$ cat src/rtl/msl_pkg.sv
// Shared MSL line encoding: FSM states and segment lengths in ticks.
// Used by both the master transmitter and the receiver side.
package msl_pkg;

    typedef enum logic [2:0] {
        ST_IDLE  = 3'd0,
        ST_START = 3'd1,
        ST_SYNC  = 3'd2,
        ST_DATA  = 3'd3,
        ST_STOP  = 3'd4,
        ST_GAP   = 3'd5
    } msl_state_e;

    // Segment tick counter width; the longest segment (GAP) must fit.
    localparam int unsigned SEG_CNT_W = 5;

    localparam int unsigned T_START = 10;
    localparam int unsigned T_SYNC  = 2;
    localparam int unsigned T_ONE   = 10;
    localparam int unsigned T_ZERO  = 4;
    localparam int unsigned T_STOP  = 10;
    localparam int unsigned T_GAP   = 25;

    // Length in ticks of the segment driven in a given state.
    function automatic logic [SEG_CNT_W-1:0] seg_ticks(input msl_state_e st, input logic bit_val);
        logic [SEG_CNT_W-1:0] len;
        case (st)
            ST_START: len = SEG_CNT_W'(T_START);
            ST_SYNC:  len = SEG_CNT_W'(T_SYNC);
            ST_DATA:  len = bit_val ? SEG_CNT_W'(T_ONE) : SEG_CNT_W'(T_ZERO);
            ST_STOP:  len = SEG_CNT_W'(T_STOP);
            ST_GAP:   len = SEG_CNT_W'(T_GAP);
            default:  len = SEG_CNT_W'(1);
        endcase
        return len;
    endfunction

endpackage

$ cat src/rtl/msl_tick_gen.sv
// Segment time base: one-clock tick every P_DIV+1 clocks, restartable by i_clr.
module msl_tick_gen #(
    parameter int unsigned P_DIV = 49_999
) (
    input  logic i_clk,
    input  logic i_rst,
    input  logic i_clr,
    output logic o_tick
);
    localparam int unsigned CNT_W = $clog2(P_DIV + 2);

    logic [CNT_W-1:0] cnt_q;
    logic [CNT_W-1:0] cnt_nxt_c;

    // Next count value, wrapping at the terminal count.
    always_comb begin
        cnt_nxt_c = (cnt_q == CNT_W'(P_DIV)) ? '0 : cnt_q + CNT_W'(1);
    end

    // Counter plus registered tick, raised in the cycle the count sits at terminal.
    always_ff @(posedge i_clk) begin
        if (i_rst || i_clr) begin
            cnt_q  <= '0;
            o_tick <= (P_DIV == 0);
        end else begin
            cnt_q  <= cnt_nxt_c;
            o_tick <= (cnt_nxt_c == CNT_W'(P_DIV));
        end
    end

endmodule

$ cat src/rtl/msl_master_transmitter.sv
// MSL master transmitter: START / SYNC / DATA / STOP / GAP frame on o_msl_sda.
// Optional build macro MSL_TX_PARITY_EN appends an even-parity DATA segment.
module msl_master_transmitter
    import msl_pkg::*;
#(
    parameter int unsigned P_DATA_WIDTH = 8,
    parameter int unsigned P_SYSTEM_CLK = 50_000_000,
    parameter int unsigned P_TICK_HZ    = 1000
) (
    input  logic                    i_clk,
    input  logic                    i_rst,
    input  logic [P_DATA_WIDTH-1:0] i_data,
    input  logic                    i_valid,
    output logic                    o_ready,
    output logic                    o_msl_sda,
    output logic                    o_busy,
    output logic                    o_done
);
    localparam int unsigned DIV = P_SYSTEM_CLK / P_TICK_HZ - 1;
`ifdef MSL_TX_PARITY_EN
    localparam int unsigned FRAME_BITS = P_DATA_WIDTH + 1;
`else
    localparam int unsigned FRAME_BITS = P_DATA_WIDTH;
`endif
    localparam int unsigned IDX_W = $clog2(P_DATA_WIDTH + 1);

    msl_state_e             state_q;
    logic [FRAME_BITS-1:0]  shift_q;
    logic [IDX_W-1:0]       bit_idx_q;
    logic [SEG_CNT_W-1:0]   seg_cnt_q;
    logic                   tick;
    logic                   accept_c;
    logic                   seg_end_c;

    assign accept_c = i_valid && o_ready;

    // Divider restarts on accept so every segment boundary is tick-aligned to it.
    msl_tick_gen #(
        .P_DIV (DIV)
    ) u_tick_gen (
        .i_clk  (i_clk),
        .i_rst  (i_rst),
        .i_clr  (accept_c),
        .o_tick (tick)
    );

    // Current segment finishes on this tick.
    always_comb begin
        seg_end_c = tick && (seg_cnt_q == seg_ticks(state_q, shift_q[FRAME_BITS-1]) - SEG_CNT_W'(1));
    end

    // Frame sequencer; the line level always changes at a segment boundary except into GAP.
    always_ff @(posedge i_clk) begin
        if (i_rst) begin
            state_q   <= ST_IDLE;
            shift_q   <= '0;
            bit_idx_q <= '0;
            seg_cnt_q <= '0;
            o_msl_sda <= 1'b1;
            o_ready   <= 1'b1;
            o_busy    <= 1'b0;
            o_done    <= 1'b0;
        end else begin
            o_done <= 1'b0;
            if (state_q == ST_IDLE) begin
                if (i_valid) begin
`ifdef MSL_TX_PARITY_EN
                    shift_q <= {i_data, ^i_data};
`else
                    shift_q <= i_data;
`endif
                    state_q   <= ST_START;
                    bit_idx_q <= '0;
                    seg_cnt_q <= '0;
                    o_msl_sda <= 1'b0;
                    o_ready   <= 1'b0;
                    o_busy    <= 1'b1;
                end
            end else if (tick) begin
                if (!seg_end_c) begin
                    seg_cnt_q <= seg_cnt_q + SEG_CNT_W'(1);
                end else begin
                    seg_cnt_q <= '0;
                    case (state_q)
                        ST_START: begin
                            state_q   <= ST_SYNC;
                            o_msl_sda <= 1'b1;
                        end
                        ST_SYNC: begin
                            state_q   <= ST_DATA;
                            o_msl_sda <= 1'b0;
                        end
                        ST_DATA: begin
                            o_msl_sda <= ~o_msl_sda;
                            if (bit_idx_q == IDX_W'(FRAME_BITS - 1)) begin
                                state_q <= ST_STOP;
                            end else begin
                                bit_idx_q <= bit_idx_q + IDX_W'(1);
                                shift_q   <= shift_q << 1;
                            end
                        end
                        ST_STOP: begin
                            state_q   <= ST_GAP;
                            o_msl_sda <= 1'b1;
                        end
                        ST_GAP: begin
                            state_q <= ST_IDLE;
                            o_ready <= 1'b1;
                            o_busy  <= 1'b0;
                            o_done  <= 1'b1;
                        end
                        default: begin
                            state_q <= ST_IDLE;
                            o_ready <= 1'b1;
                            o_busy  <= 1'b0;
                        end
                    endcase
                end
            end
        end
    end

endmodule

$ cat config.mk
export PLATFORM = sky130hd
export DESIGN_NAME = msl_master_transmitter
export DESIGN_NICKNAME = d
export VERILOG_FILES = /design/src/rtl/msl_pkg.sv /design/src/rtl/msl_tick_gen.sv /design/src/rtl/msl_master_transmitter.sv
export SDC_FILE = /design/constraint.sdc
export NUM_CORES = 1
export LEC_CHECK = 0
export ABC_AREA = 1
export ABC_CLOCK_PERIOD_IN_PS = 2800
export CAP_MARGIN = 30
export CORE_MARGIN = 10
export CORE_UTILIZATION = 50
export CTS_BUF_LIST = sky130_fd_sc_hd__clkbuf_16
export DETAILED_ROUTE_END_ITERATION = 10
export PLACE_DENSITY = 0.69
export SETUP_SLACK_MARGIN = 0.2
export SLEW_MARGIN = 20
export SYNTH_ARGS = -nofsm -noshare
export SYNTH_HDL_FRONTEND = slang
export SYNTH_HIERARCHICAL = 1
export SYNTH_SLANG_ARGS = --single-unit
$ cat constraint.sdc
create_clock -name i_clk -period 2.8 [get_ports i_clk]
set_clock_uncertainty 0.2 [all_clocks]
set_input_delay 0.56 -clock i_clk [delete_from_list [all_inputs] [get_ports i_clk]]
set_output_delay 0.56 -clock i_clk [all_outputs]
set_load 0.02 [all_outputs]
# ---- Word level (Yosys, flattened, before mapping)
# Cells that the tools add are included.
dict set report totals {
  reg_bits 41
  out_inout_bits 4
  wordCells 86
}
dict set report classes {
  addsub 4
  eq_ne 13
  muxes 40
  bitwise_logic 3
  reduce_logical 16
}
# cell count
set ops {}
lappend ops {{$mux 8} 6}
lappend ops {{$eq 16x16->1 const B} 2}
lappend ops {{$mux 4} 7}
lappend ops {{$mux 5} 4}
lappend ops {{$pmux 5 s4} 1}
lappend ops {{$add 16x1->16 const B} 1}
lappend ops {{$mux 16} 1}
lappend ops {{$mux 3} 5}
lappend ops {{$mux 1} 14}
lappend ops {{$pmux 3 s4} 1}
lappend ops {{$reduce_and 4->1} 3}
lappend ops {{$reduce_or 4->1} 2}
lappend ops {{$eq 3x2->1 const B} 2}
lappend ops {{$eq 3x3->1 const B} 2}
lappend ops {{$reduce_bool 2->1} 3}
lappend ops {{$add 5x1->5 const B} 1}
lappend ops {{$eq 5x5->1} 1}
lappend ops {{$reduce_and 5->1} 1}
lappend ops {{$sub 5x1->5 const B} 1}
lappend ops {{$add 4x1->4 const B} 1}
lappend ops {{$eq 4x3->1 const B} 1}
lappend ops {{$ne 2x2->1 const B} 2}
lappend ops {{$reduce_bool 4->1} 1}
lappend ops {{$eq 3x1->1 const B} 1}
lappend ops {{other kinds (9)} 12}

# ---- Depth between registers and ports, before layout
# Gate-level depths: netlist of run 1.
dict set report logic_depth {
  ltp_word 9
  mapped_depth 19
  mapped_depth_nobuf 17
}

# ---- By module
# The synthesis of run 1 kept the hierarchy.
# mod instances cells_per_inst area_per_inst_um2
set modules_own_cells {}
lappend modules_own_cells {msl_master_transmitter 1 215 1395.1}
lappend modules_own_cells {msl_tick_gen 1 173 1028.5}

# ---- Least setup slack after synthesis of run 1
# OpenSTA, ideal clock, no wires.
dict set report synth_path {
  path_kind {reg2reg}
  start {register state_q[0]}
  end {register shift_q[2]}
  arrival_time_ns 2.093
  required_time_ns 2.487
  slack_ns 0.394
  stages_incl_launch_ff 18
  path_buffers 2
  synth_period_minus_slack_ns 2.406
  cell_sequence {dfxtp_1 buf_2 nor2_2 nand2_1 nand2_2 nor2_4 inv_1 ha_1 xnor2_1 nor2_1 nand3_1 nor2_1 nand3_2 nand2_4 nand2_2 buf_4 nor2_1 nor2_1}
}
dict set report synth_between {
  elab_chain_cells 8
  elab_cells_between_ends 18
}
# item line_no
set synth_rtl {}
lappend synth_rtl {{start: declaration} msl_master_transmitter.sv:27} ;# msl_state_e state_q;
lappend synth_rtl {{start signal: assignment} msl_master_transmitter.sv:55} ;# state_q <= ST_IDLE;
lappend synth_rtl {{start signal: assignment} msl_master_transmitter.sv:72} ;# state_q <= ST_START;
lappend synth_rtl {{start signal: assignment} msl_master_transmitter.sv:86} ;# state_q <= ST_SYNC;
lappend synth_rtl {{$eq 3x3->1 or $eq 3x1->1 (tied branches)} msl_pkg.sv:27} ;# case (st)
lappend synth_rtl {{$reduce_or 2->1 (no source line)} n/a}
lappend synth_rtl {{$pmux 5 s4} msl_pkg.sv:27}
lappend synth_rtl {{$sub 5x1->5} msl_master_transmitter.sv:49} ;# seg_end_c = tick && (seg_cnt_q == seg_ticks(state_q, shift_q[FRAME_BITS-1]) - SEG_CNT_W'(1));
lappend synth_rtl {{$eq 5x5->1} msl_master_transmitter.sv:49}
lappend synth_rtl {{$logic_and 1x1->1} msl_master_transmitter.sv:49}
lappend synth_rtl {{$reduce_bool 2->1 (no source line)} n/a}
lappend synth_rtl {{$reduce_and 5->1 (no source line)} n/a}
lappend synth_rtl {{end signal: assignment} msl_master_transmitter.sv:70} ;# shift_q <= i_data;
lappend synth_rtl {{end signal: assignment} msl_master_transmitter.sv:99} ;# shift_q <= shift_q << 1;
lappend synth_rtl {{end: declaration} msl_master_transmitter.sv:28} ;# logic [FRAME_BITS-1:0] shift_q;
# Parallel ways exist; a longest one is shown, timed or not.
# A chain may end at the register's enable or synchronous reset.

# ---- Worst setup path in the final report of run 1
dict set report layout_path {
  start {register state_q[1]}
  end {register o_msl_sda}
}
dict set report layout_between {
  elab_chain_cells 8
  elab_cells_between_ends 20
}
# item line_no
set layout_rtl {}
lappend layout_rtl {{$eq 3x3->1 or $eq 3x1->1 (tied branches)} {msl_pkg.sv:27, msl_master_transmitter.sv:84}}
lappend layout_rtl {{$reduce_or 2->1 (no source line)} n/a}
lappend layout_rtl {{$pmux 5 s4} msl_pkg.sv:27}
lappend layout_rtl {{$sub 5x1->5} msl_master_transmitter.sv:49}
lappend layout_rtl {{$eq 5x5->1} msl_master_transmitter.sv:49}
lappend layout_rtl {{$logic_and 1x1->1} msl_master_transmitter.sv:49}
lappend layout_rtl {{$reduce_bool 2->1 (no source line)} n/a}
lappend layout_rtl {{$reduce_and 4->1 (no source line)} n/a}
lappend layout_rtl {{end signal: assignment} msl_master_transmitter.sv:94} ;# o_msl_sda <= ~o_msl_sda;
lappend layout_rtl {{end: declaration} msl_master_transmitter.sv:15} ;# output logic o_msl_sda,
# Parallel ways exist; a longest one is shown, timed or not. The select of a mux whose other input is x is not followed.

==> metrics, run 1 <==
Clock Tree Root sky130_fd_sc_hd__clkbuf_16; launch instance of the worst register-to-register path state_q[1]$_SDFFE_PP0P_; net count after synthesis 404; number of vias per cell around 5; outcome finished clean; peak ir drop on the vdd network between 0.4 and 0.5 mV; kind of path behind the tightest hold check register to register; count of input and output buffers 14; Detailed Routing Iterations Pass 1 5; maximum number of pins on one net before global-route repair 21; TritonCTS buffer count 5; cell types with the largest area share after synthesis sky130_fd_sc_hd__dfxtp_1 (34%), sky130_fd_sc_hd__nand2_1 (17%), sky130_fd_sc_hd__nor2_1 (11%); most used standard cell by instance count after synthesis sky130_fd_sc_hd__nand2_1; PwrDens about 840 mW/mm2; TritonCTS clock tree yes; static leakage about 0.0013 uW; maximum count of clock buffers along a single path 2; Async S/R FF share, synth 0%; overall global routing resource usage between 10 and 15%; EDFF count, synth 0; routed via count approximately 2400; number of instances in the synthesized netlist 388; unrepaired setup endpoints after global routing no; number of different library cells in the post-synthesis netlist 28; Hold Startpoint shift_q[0]$_SDFFE_PP0P_; number of filler instances in the final layout approximately 430; height of the die 89.62 um; mean instance size in the synthesized netlist 6.246 um2; number of sinks driven by the clock tree 41; Tightest Pin Transition approximately 320 ps; Max Cap Viol 0; leading cell types by count after synthesis sky130_fd_sc_hd__nand2_1 (109), sky130_fd_sc_hd__nor2_1 (73), sky130_fd_sc_hd__inv_1 (43); number of violations reported at the end of detailed-routing iteration 0 approximately 220; crit path kind register to register; layout cells sized above 1 a little over an eighth; number of standard-cell rows in the floorplan 25; YS warnings 6; Critical Path End Type register; time the worst path needs with I/O delays and setup approximately 2500 ps; post-synth design cell area between 0.002 and 0.0025 mm2; area share of the largest cell type after synthesis approximately a third; diodes inserted 0; wire length of the first global-routing pass 9225 um; number of nets in the finished design 429; clock-pin slew of the registers on the worst-case setup and hold paths roughly 60 ps; required arrival time at the worst endpoint about 2800 ps; CTS H-tree depth 2; Crit Path Max Fanout 6; via count of the first global-routing pass ~2100; area of the placeable core ~0.0047 mm2; final slew viol count 0; post-detailed-placement half-perimeter wirelength 4102 um; overall routed net length 5714 um; sequential fraction of the synthesis area around a third; area growth from synthesis to final layout 20.70%; hold_buf cts 0; number of placed I/O pins 15; Congestion Overflow GR 0; Horiz. Die Dim 89.62 um; count of endpoints failing setup in the final report 0; initial core utilization between 50% and 60%; Worst EP arrival ~2500 ps; number of antenna violations at the first check in global routing 0; clock network latency to the later pin of the worst-skew pair approximately 280 ps; routability congestion estimate around 0.9; maximum achievable frequency 0.4026 GHz; period utilisation layout approximately nine tenths; beginning of the critical path state_q[1]$_SDFFE_PP0P_; post-route cell area between 0.002 and 0.003 mm2; final sum of negative setup slack 0 ps; commonest register cell after synthesis sky130_fd_sc_hd__dfxtp_1; Yosys reg bits 41; dominant cell type by area after synthesis sky130_fd_sc_hd__dfxtp_1; final routed DRC violation total 0; number of nets with antenna violations after routing 0; total placed instance area ~0.0026 mm2; final count of hold timing violations 0; routed length per placed instance roughly 12 um; Worst setup SP type register; remaining max-slew budget at the tightest pin roughly four fifths; Total Die Area about 0.008 mm2
[repair_timing]
| item | in CTS | in global routing |
|---|---|---|
| resized for setup | 5 | 18 |
| endpoints found under the hold margin | 0 | 0 |
| buffers inserted | 0 | 7 |
| cloned | 0 | 0 |
| pin swaps | 0 | 7 |
| setup endpoints to repair | 17 | 21 |
[worst paths after layout]
check                                          endpoint  slack (ps)  cells past startpoint
worst max-delay path             o_msl_sda$_SDFFE_PP1P_         320                     15
worst min-delay path            shift_q[0]$_SDFFE_PP0P_         270                      2
worst max register to register   o_msl_sda$_SDFFE_PP1P_         320                     15
worst min register to register  shift_q[0]$_SDFFE_PP0P_         270                      2
[logic make-up (layout without fill, tap and decap cells)]
family | after synthesis | after routing | share of synthesized area [%]
adder cells (fa/ha/maj) | 5 | 5 | 2.581
XOR/XNOR | 8 | 8 | 3.201
AO/OA/AOI/OAI | 20 | 20 | 4.233
buffers and inverters | 59 | 85 | 9.860
flip-flops | 41 | 41 | 33.87
AND/OR/NAND/NOR | 255 | 255 | 46.26
[metrics by stage]
step                hold WS, ps  cells  util [%]  power, uW  setup slack (ps)
floorplan                 229.7    388         -       1496             393.9
global placement          244.0    466     55.76       1652             158.1
detailed placement        255.2    466     55.76       1665             53.26
CTS                       264.1    474     59.44       2328             227.1
global route              287.2    481     61.93       2649             140.9
finish                    265.0    481     61.93       2469             316.2
[area by class of cell]
cell class                      instances  area (um2)  share of cell area [%]
Timing Repair Buffer                   25       226.5                   7.742
Tap cell                               67       83.83                   2.866
Clock buffer                            5       125.1                   4.277
Inverter                               52       197.7                   6.758
Clock inverter                          3       37.54                   1.283
Sequential cell                        41       832.0                   28.44
Multi-Input combinational cell        288        1423                   48.63
[layout by cell type (no fill, tap or decap)]
cell type,instances
sky130_fd_sc_hd__or2_1,1
sky130_fd_sc_hd__nor3_1,6
sky130_fd_sc_hd__bufinv_16,1
sky130_fd_sc_hd__nand2_2,4
sky130_fd_sc_hd__xnor2_1,1
sky130_fd_sc_hd__clkbuf_16,5
sky130_fd_sc_hd__nand2_1,107
sky130_fd_sc_hd__nand3_2,4
sky130_fd_sc_hd__o211ai_1,1
sky130_fd_sc_hd__xor2_1,6
sky130_fd_sc_hd__o21ai_1,3
sky130_fd_sc_hd__nor2_2,9
sky130_fd_sc_hd__inv_2,8
sky130_fd_sc_hd__buf_4,10
sky130_fd_sc_hd__nand3_4,1
sky130_fd_sc_hd__nand2_8,1
sky130_fd_sc_hd__inv_1,43
sky130_fd_sc_hd__nor2_4,3
sky130_fd_sc_hd__a21oi_1,6
sky130_fd_sc_hd__o21ai_0,10
sky130_fd_sc_hd__nand3b_1,2
sky130_fd_sc_hd__clkdlybuf4s50_1,14
sky130_fd_sc_hd__xor2_2,1
sky130_fd_sc_hd__nor2_1,72
sky130_fd_sc_hd__buf_6,1
sky130_fd_sc_hd__clkinv_1,2
sky130_fd_sc_hd__inv_4,1
sky130_fd_sc_hd__dfxtp_1,38
sky130_fd_sc_hd__nand3_1,30
sky130_fd_sc_hd__dfxtp_4,3
sky130_fd_sc_hd__nand4_1,11
sky130_fd_sc_hd__ha_1,5
sky130_fd_sc_hd__nand2_4,4
[routing by layer]
| metal | GRT usage [%] | share of wire, % | vias to the layer above |
|---|---|---|---|
| met1 | 19.85 | 50 | 1089 |
| met4 | 4.046 | 1.1 | 0 |
| li1 | - | - | 1263 |
| met2 | 21.50 | 44 | 60 |
| met5 | 0 | 0 | - |
| met3 | 3.791 | 5.2 | 9 |
[critical path: stages (launching register included)]
cell and delay [ps]:
sky130_fd_sc_hd__dfxtp_4 370, sky130_fd_sc_hd__nor2_2 230, sky130_fd_sc_hd__nand2_4 100, sky130_fd_sc_hd__nand2_1 80
sky130_fd_sc_hd__nor2_1 50, sky130_fd_sc_hd__ha_1 290, sky130_fd_sc_hd__xnor2_1 130, sky130_fd_sc_hd__nor2_1 100
sky130_fd_sc_hd__nand3_1 90, sky130_fd_sc_hd__nor2_2 110, sky130_fd_sc_hd__nand3_2 140, sky130_fd_sc_hd__nand2_4 160
sky130_fd_sc_hd__buf_6 130, sky130_fd_sc_hd__nand3_1 60, sky130_fd_sc_hd__nand2_1 60, sky130_fd_sc_hd__nand3_1 60
[flip-flops by register name (all words and copies together), names as in the netlist]
register	count
u_tick_gen/cnt_q	16
shift_q	8
seg_cnt_q	5
bit_idx_q	4
state_q	3
o_busy	1
o_done	1
o_msl_sda	1
o_ready	1
u_tick_gen/o_tick	1
[power breakdown]
group          internal (uW)  switching [uW]  total (uW)
combinational            393             661        1050
sequential               692            89.4         781
clock                    414             220         634
Power figures use the tool's default switching activity.
==> inputs of run 2 (changes only) <==
--- a/config.mk
+++ b/config.mk
@@ -6,7 +6,7 @@
 export NUM_CORES = 1
 export LEC_CHECK = 0
 export ABC_AREA = 1
-export ABC_CLOCK_PERIOD_IN_PS = 2800
+export ABC_CLOCK_PERIOD_IN_PS = 2400
 export CAP_MARGIN = 30
 export CORE_MARGIN = 10
 export CORE_UTILIZATION = 50
==> constraint.sdc (replaced) <==
create_clock -name i_clk -period 2.4 [get_ports i_clk]
set_clock_uncertainty 0.2 [all_clocks]
set_input_delay 0.48 -clock i_clk [delete_from_list [all_inputs] [get_ports i_clk]]
set_output_delay 0.48 -clock i_clk [all_outputs]
set_load 0.02 [all_outputs]
==> run 2 against run 1 <==
  * The run now ends with setup timing left
  * Clock-buffer cell count unchanged
  * Maximum frequency down 0.36%
  * Core utilization is 3.9 points higher
  * Final area is 6.3% higher
  * Register-to-register slack worse by 410 ps
  * Global-route usage rose by 1.4 points
  * Via count is 1.4% higher
  * First-iteration DRC count down 48%
==> metrics, run 2 (same netlist as run 1, synthesis figures left out) <==
Critical Path End Type register; setup slack after placement -29.94 ps; post-detailed-placement half-perimeter wirelength approximately 4200 um; final count of hold timing violations 0; beginning of the critical path state_q[2]$_SDFFE_PP0P_; Setup crit end shift_q[6]$_SDFFE_PP0P_; Pwr Total between 3000 and 4000 uW; internal power component about 1800 uW; Max Cap Viol 0; height of the die about 90 um; count of endpoints failing setup in the final report 23; Clock Tree Root sky130_fd_sc_hd__clkbuf_16; Setup WS post-layout -92.86 ps; unrepaired setup endpoints after global routing yes; routability congestion estimate between 0.8 and 0.9; clock-pin slew of the registers on the worst-case setup and hold paths around 60 ps; number of sinks driven by the clock tree between 40 and 50; number of nets with antenna violations after routing 0; number of antenna violations at the first check in global routing 0; routed length per placed instance around 12 um; endpoint of the worst register-to-register path shift_q[6]$_SDFFE_PP0P_; logic depth of the worst setup path including buffers 15; remaining max-slew budget at the tightest pin between 60% and 70%; post-route cell area between 0.003 and 0.004 mm2; static leakage between 0.001 and 0.0015 uW; overall global routing resource usage roughly 16%; cell-by-cell listing of the critical path inv_8, nand4_1, nand2_1, nor2_4, ha_4, xnor2_1, nor2_1, nand3_1, nor2_1, nand3_2, nand2_8, nand2_8, nand2_1, nand2_1, nor2_2; launch instance of the worst register-to-register path state_q[2]$_SDFFE_PP0P_; maximum number of pins on one net before global-route repair 18; number of standard-cell rows in the floorplan 25; category of cells accounting for the largest share of critical-path delay simple AND/OR/NAND/NOR gates; max reg flops 16; clock group share of total power about 21%; number of nets in the finished design roughly 440; number of placed I/O pins 15; outcome finished, violations left; worst-case hold slack about 260 ps; Critical path buffers and inverters 1; clock network latency to the later pin of the worst-skew pair approximately 280 ps; cell mode on critical path sky130_fd_sc_hd__nand2_1; TritonCTS buffer count 5; CTS H-tree depth 2; routed via count between 2000 and 2500; Top Registers u_tick_gen/cnt_q: 16 flops, shift_q: 8 flops, seg_cnt_q: 5 flops; period utilisation layout 103.9%; count of input and output buffers 14; TritonCTS clock tree yes; initial core utilization between 50% and 60%; combinational share of power 50.1%; diodes inserted 0; commonest non-fill, non-tap cell in the layout sky130_fd_sc_hd__nand2_1; overall routed net length ~6000 um; final routed DRC violation total 0; Max stage delay on crit path about 370 ps; Worst EP arrival approximately 2500 ps; maximum achievable frequency approximately 0.40 GHz; wire length of the first global-routing pass 10130 um; worst reg2reg setup slack -90 ps; maximum count of clock buffers along a single path 2; area of the placeable core 0.004723 mm2; Total Die Area about 0.0080 mm2; required arrival time at the worst endpoint 2420 ps; kind of path behind the tightest hold check register to register; commonest non-fill, non-tap cells in the layout sky130_fd_sc_hd__nand2_1 (105), sky130_fd_sc_hd__nor2_1 (68), sky130_fd_sc_hd__inv_1 (41); switching share of power 42.00%; via count of the first global-routing pass 2269; WHS Path Cells 2; hold_buf cts 0; PwrDens 1014 mW/mm2; Congestion Overflow GR 0; crit path kind register to register; worst reg2reg path depth 15; Crit Path Max Fanout 7; area growth from synthesis to final layout 28.29%; Horiz. Die Dim about 90 um; slowest cell on the critical path sky130_fd_sc_hd__dfxtp_4; Worst setup SP type register; most flop-heavy register u_tick_gen/cnt_q; combined flip-flop and latch cell area roughly 830 um2; total placed instance area between 0.002 and 0.003 mm2; number of vias per cell about 5; time the worst path needs with I/O delays and setup around 2500 ps; number of violations reported at the end of detailed-routing iteration 0 between 100 and 150; area used by multi-input combinational logic between 0.0015 and 0.002 mm2; final slew viol count 0; Detailed Routing Iterations Pass 1 4; Tightest Pin Transition between 500 and 600 ps; net switching power between 1000 and 1500 uW; sequential share of power slightly below 30%; peak ir drop on the vdd network roughly 0.44 mV; layout cells sized above 1 between 10% and 20%; number of filler instances in the final layout a little over 400; violated checks setup timing
[run 2: per-layer routing]
layer | part of all wire [%] | GRT usage [%]
met2 | 51 | 27.64
met4 | 0.95 | 5.347
met5 | 0 | 0
met3 | 3.7 | 2.978
met1 | 44 | 19.01
[run 2: worst min-delay path by stage]
| stage | from | end |
|---|---|---|
| floorplan | u_tick_gen/cnt_q[0]$_SDFF_PP0_ | u_tick_gen/cnt_q[0]$_SDFF_PP0_ |
| global route | shift_q[0]$_SDFFE_PP0P_ | shift_q[0]$_SDFFE_PP0P_ |
| finish | shift_q[0]$_SDFFE_PP0P_ | shift_q[0]$_SDFFE_PP0P_ |
| detailed placement | shift_q[0]$_SDFFE_PP0P_ | shift_q[0]$_SDFFE_PP0P_ |
| global placement | u_tick_gen/cnt_q[0]$_SDFF_PP0_ | u_tick_gen/cnt_q[0]$_SDFF_PP0_ |
| CTS | shift_q[0]$_SDFFE_PP0P_ | shift_q[0]$_SDFFE_PP0P_ |
[run 2: worst reg2reg max path, delay by kind of cell (launching register included)]
kind / cells / cell delay [ps]
xor gates and xnor gates: 1 / 130
adders and majority gates: 1 / 230
buffers and inverters: 1 / 80
DFF: 1 / 370
and+or+nand+nor: 12 / 1430
[run 2: power by group through the flow]
stage,clock [uW],sequential (uW),combinational (uW)
final,652,921,1580
after global routing,698,936,1750
after CTS,670,914,1390
after detailed placement,0,926,1130
after global placement,0,920,1120
after floorplan,0,905,895
[run 2: repair_timing]
action | 4_1_cts | 5_1_grt
setup endpoints to repair | 24 | 24
gates cloned | 3 | 0
pin swaps | 8 | 10
resized for setup | 21 | 13
setup buffers | 8 | 2
[run 2: stage by stage]
stage	utilization (%)	std cells	setup TNS (ps)
floorplan	-	388	0
global placement	57.59	473	0
detailed placement	57.59	473	-52.21
CTS	64.21	492	0
global route	65.83	494	-3741
finish	65.83	494	-1588
[run 2: area by class of cell]
| class | count | share of cell area (%) |
|---|---|---|
| multi-input cells | 291 | 49.46 |
| flip-flops and latches | 41 | 26.76 |
| repair buffers | 35 | 9.940 |
| inverters | 52 | 6.600 |
| clock buffers | 5 | 4.024 |
| well taps | 67 | 2.696 |
| clock inverters | 3 | 0.5231 |
==> inputs of run 3 (changes only) <==
--- a/config.mk
+++ b/config.mk
@@ -10,7 +10,6 @@
 export CAP_MARGIN = 30
 export CORE_MARGIN = 10
 export CORE_UTILIZATION = 50
-export CTS_BUF_LIST = sky130_fd_sc_hd__clkbuf_16
 export DETAILED_ROUTE_END_ITERATION = 10
 export PLACE_DENSITY = 0.69
 export SETUP_SLACK_MARGIN = 0.2
==> run 3 against run 2 <==
  * The flow still finishes with violations (setup timing)
  * Via count grew 0.49%
  * Sequential power shrank 0.4%
  * Hold slack gained 5.0 ps
  * Non-clock buffer count shrank 2
  * Die area is the same
  * Combinational power grew 8%
  * Clock-buffer cell count is the same
  * Cell count shrank 0.20%
  * First-iteration DRC count grew 9.6%
  * Clock power shrank 31%
  * Critical path type unchanged
  * Critical endpoint is now bit_idx_q[0]$_SDFFE_PP0P_
==> metrics, run 3 (same netlist as run 1, synthesis figures left out) <==
Detailed Routing Iterations Pass 1 4; number of vias per cell roughly 5; static leakage 0.001320 uW; Horiz. Die Dim ~90 um; number of filler instances in the final layout 437; period utilisation layout 101.7%; most flop-heavy register u_tick_gen/cnt_q; count of input and output buffers 14; Pwr Total roughly 3000 uW; Setup WS post-layout -41.22 ps; routability congestion estimate about 0.87; number of violations reported at the end of detailed-routing iteration 0 126; via count of the first global-routing pass approximately 2200; routed via count about 2500; remaining max-slew budget at the tightest pin 55.91%; beginning of the critical path state_q[0]$_SDFFE_PP0P_; maximum count of clock buffers along a single path 2; maximum achievable frequency 0.4096 GHz; CTS H-tree depth 2; clock-pin slew of the registers on the worst-case setup and hold paths around 90 ps; overall global routing resource usage around 16%; count of endpoints failing setup in the final report 19; area growth from synthesis to final layout 27.57%; number of sinks driven by the clock tree 41; clock network latency to the later pin of the worst-skew pair 300 ps; Critical Path End Type register; max reg flops 16; required arrival time at the worst endpoint roughly 2400 ps; crit path kind register to register; layout cells sized above 1 22.54%; Crit Path Max Fanout 8; commonest non-fill, non-tap cells in the layout sky130_fd_sc_hd__nand2_1 (96), sky130_fd_sc_hd__nor2_1 (65), sky130_fd_sc_hd__inv_1 (40); TritonCTS buffer count 5; number of placed I/O pins 15; peak ir drop on the vdd network 0.4682 mV; category of cells accounting for the largest share of critical-path delay simple AND/OR/NAND/NOR gates; number of nets with antenna violations after routing 0; launch instance of the worst register-to-register path state_q[0]$_SDFFE_PP0P_; Critical path buffers and inverters 2; violated checks setup timing; diodes inserted 0; Tightest Pin Transition 659.7 ps; hold_buf cts 0; area used by multi-input combinational logic between 0.0015 and 0.002 mm2; slowest cell on the critical path sky130_fd_sc_hd__dfxtp_4; PwrDens approximately 990 mW/mm2; worst reg2reg path depth 16; wire length of the first global-routing pass ~10000 um; post-detailed-placement half-perimeter wirelength 4176 um; area of the placeable core roughly 0.0047 mm2; height of the die between 80 and 90 um; maximum number of pins on one net before global-route repair 18; combined flip-flop and latch cell area 832.0 um2; commonest non-fill, non-tap cell in the layout sky130_fd_sc_hd__nand2_1; endpoint of the worst register-to-register path bit_idx_q[0]$_SDFFE_PP0P_; number of antenna violations at the first check in global routing 0; Total Die Area 0.008032 mm2; placed insts ~470; worst reg2reg setup slack -40 ps; routed length per placed instance 12.22 um; final routed DRC violation total 0; cell mode on critical path sky130_fd_sc_hd__nor2_1; initial core utilization 51.31%; Worst setup SP type register; Setup crit end bit_idx_q[0]$_SDFFE_PP0P_; Max Cap Viol 0; number of nets in the finished design 441; Clock Tree Root sky130_fd_sc_hd__clkbuf_8; logic depth of the worst setup path including buffers 16; Max stage delay on crit path between 400 and 500 ps; number of standard-cell rows in the floorplan 25; kind of path behind the tightest hold check register to register; final count of hold timing violations 0; time the worst path needs with I/O delays and setup 2441 ps; final slew viol count 0; overall routed net length about 6000 um; Congestion Overflow GR 0; final std cells w/o fill between 400 and 500; TritonCTS clock tree yes; unrepaired setup endpoints after global routing yes; cell-by-cell listing of the critical path nor2_4, nand2_4, nand2_4, nor2_4, inv_2, ha_4, xnor2_2, nor2_1, nand3_1, nor2_1, nand3_2, nand2_8, nand2_8, inv_2, nor2_1, nor2_1; Worst EP arrival approximately 2500 ps; Top Registers u_tick_gen/cnt_q: 16 flops, shift_q: 8 flops, seg_cnt_q: 5 flops; Final Core Density 65.46%; outcome finished, violations left
-- run 3: cell count changes in the layout (fill, tap and decap cells not counted), moves of 3 or more --
| cell | change |
|---|---|
| sky130_fd_sc_hd__nor2_1 | -3 |
| sky130_fd_sc_hd__nand2_1 | -9 |
| sky130_fd_sc_hd__clkbuf_8 | +5 |
| sky130_fd_sc_hd__buf_6 | -3 |
| sky130_fd_sc_hd__nand2_2 | +7 |
| sky130_fd_sc_hd__nor2_2 | +3 |
| sky130_fd_sc_hd__clkbuf_16 | -5 |
-- run 3: power breakdown --
group          total [uW]  leakage, uW  internal [uW]  switching [uW]
sequential            917     0.000336            806             111
clock                 452    0.0000482            202             251
combinational        1700     0.000936            685            1020
-- run 3: area by class of cell --
class / instances / share of cell area (%)
inverters: 52 / 6.475
repair buffers: 33 / 9.146
multi-input cells: 292 / 52.00
clock inverters: 3 / 0.5261
clock buffers: 5 / 2.226
flip-flops and latches: 41 / 26.91
well taps: 67 / 2.711
-- run 3: how the worst min path moves through the flow --
stage	start	end	cells past startpoint
finish	shift_q[0]$_SDFFE_PP0P_	shift_q[0]$_SDFFE_PP0P_	2
global route	shift_q[0]$_SDFFE_PP0P_	shift_q[0]$_SDFFE_PP0P_	2
CTS	shift_q[0]$_SDFFE_PP0P_	shift_q[0]$_SDFFE_PP0P_	2
detailed placement	shift_q[0]$_SDFFE_PP0P_	shift_q[0]$_SDFFE_PP0P_	2
global placement	u_tick_gen/cnt_q[0]$_SDFF_PP0_	u_tick_gen/cnt_q[0]$_SDFF_PP0_	1
floorplan	u_tick_gen/cnt_q[0]$_SDFF_PP0_	u_tick_gen/cnt_q[0]$_SDFF_PP0_	1
-- run 3: layer usage --
| layer | global-route usage [%] | up-vias | share of wire [%] |
|---|---|---|---|
| met2 | 26.65 | 31 | 51 |
| met5 | 0 | - | 0 |
| li1 | - | 1288 | - |
| met3 | 2.978 | 10 | 2.7 |
| met4 | 6.647 | 0 | 1.5 |
| met1 | 19.04 | 1137 | 45 |
-- run 3: worst register-to-register path: stages, from the launching register on --
cell,delay [ps]
sky130_fd_sc_hd__dfxtp_4,410
sky130_fd_sc_hd__nor2_4,70
sky130_fd_sc_hd__nand2_4,90
sky130_fd_sc_hd__nand2_4,70
sky130_fd_sc_hd__nor2_4,120
sky130_fd_sc_hd__inv_2,50
sky130_fd_sc_hd__ha_4,210
sky130_fd_sc_hd__xnor2_2,130
sky130_fd_sc_hd__nor2_1,140
sky130_fd_sc_hd__nand3_1,80
sky130_fd_sc_hd__nor2_1,130
sky130_fd_sc_hd__nand3_2,170
sky130_fd_sc_hd__nand2_8,210
sky130_fd_sc_hd__nand2_8,90
sky130_fd_sc_hd__inv_2,80
sky130_fd_sc_hd__nor2_1,40
sky130_fd_sc_hd__nor2_1,110
-- run 3: what timing repair did --
| item | 4_1_cts | 5_1_grt |
|---|---|---|
| setup endpoints to repair | 24 | 24 |
| setup buffers | 6 | 2 |
| endpoints found under the hold margin | 0 | 0 |
| gates resized for setup | 17 | 30 |
| cloned | 3 | 1 |
| pin swaps | 6 | 13 |
-- run 3: stage by stage --
step           setup TNS (ps)  hold WS, ps  worst slack (ps)  area (um2)
3_3_place_gp                0        242.6             57.52        2720
6_report               -243.8        267.9            -41.22        3092
5_1_grt                 -1925        304.6            -123.7        3092
2_1_floorplan               0        229.7             61.45        2467
3_5_place_dp           -52.21        254.3            -29.94        2720
4_1_cts                     0        267.5             22.05        2947
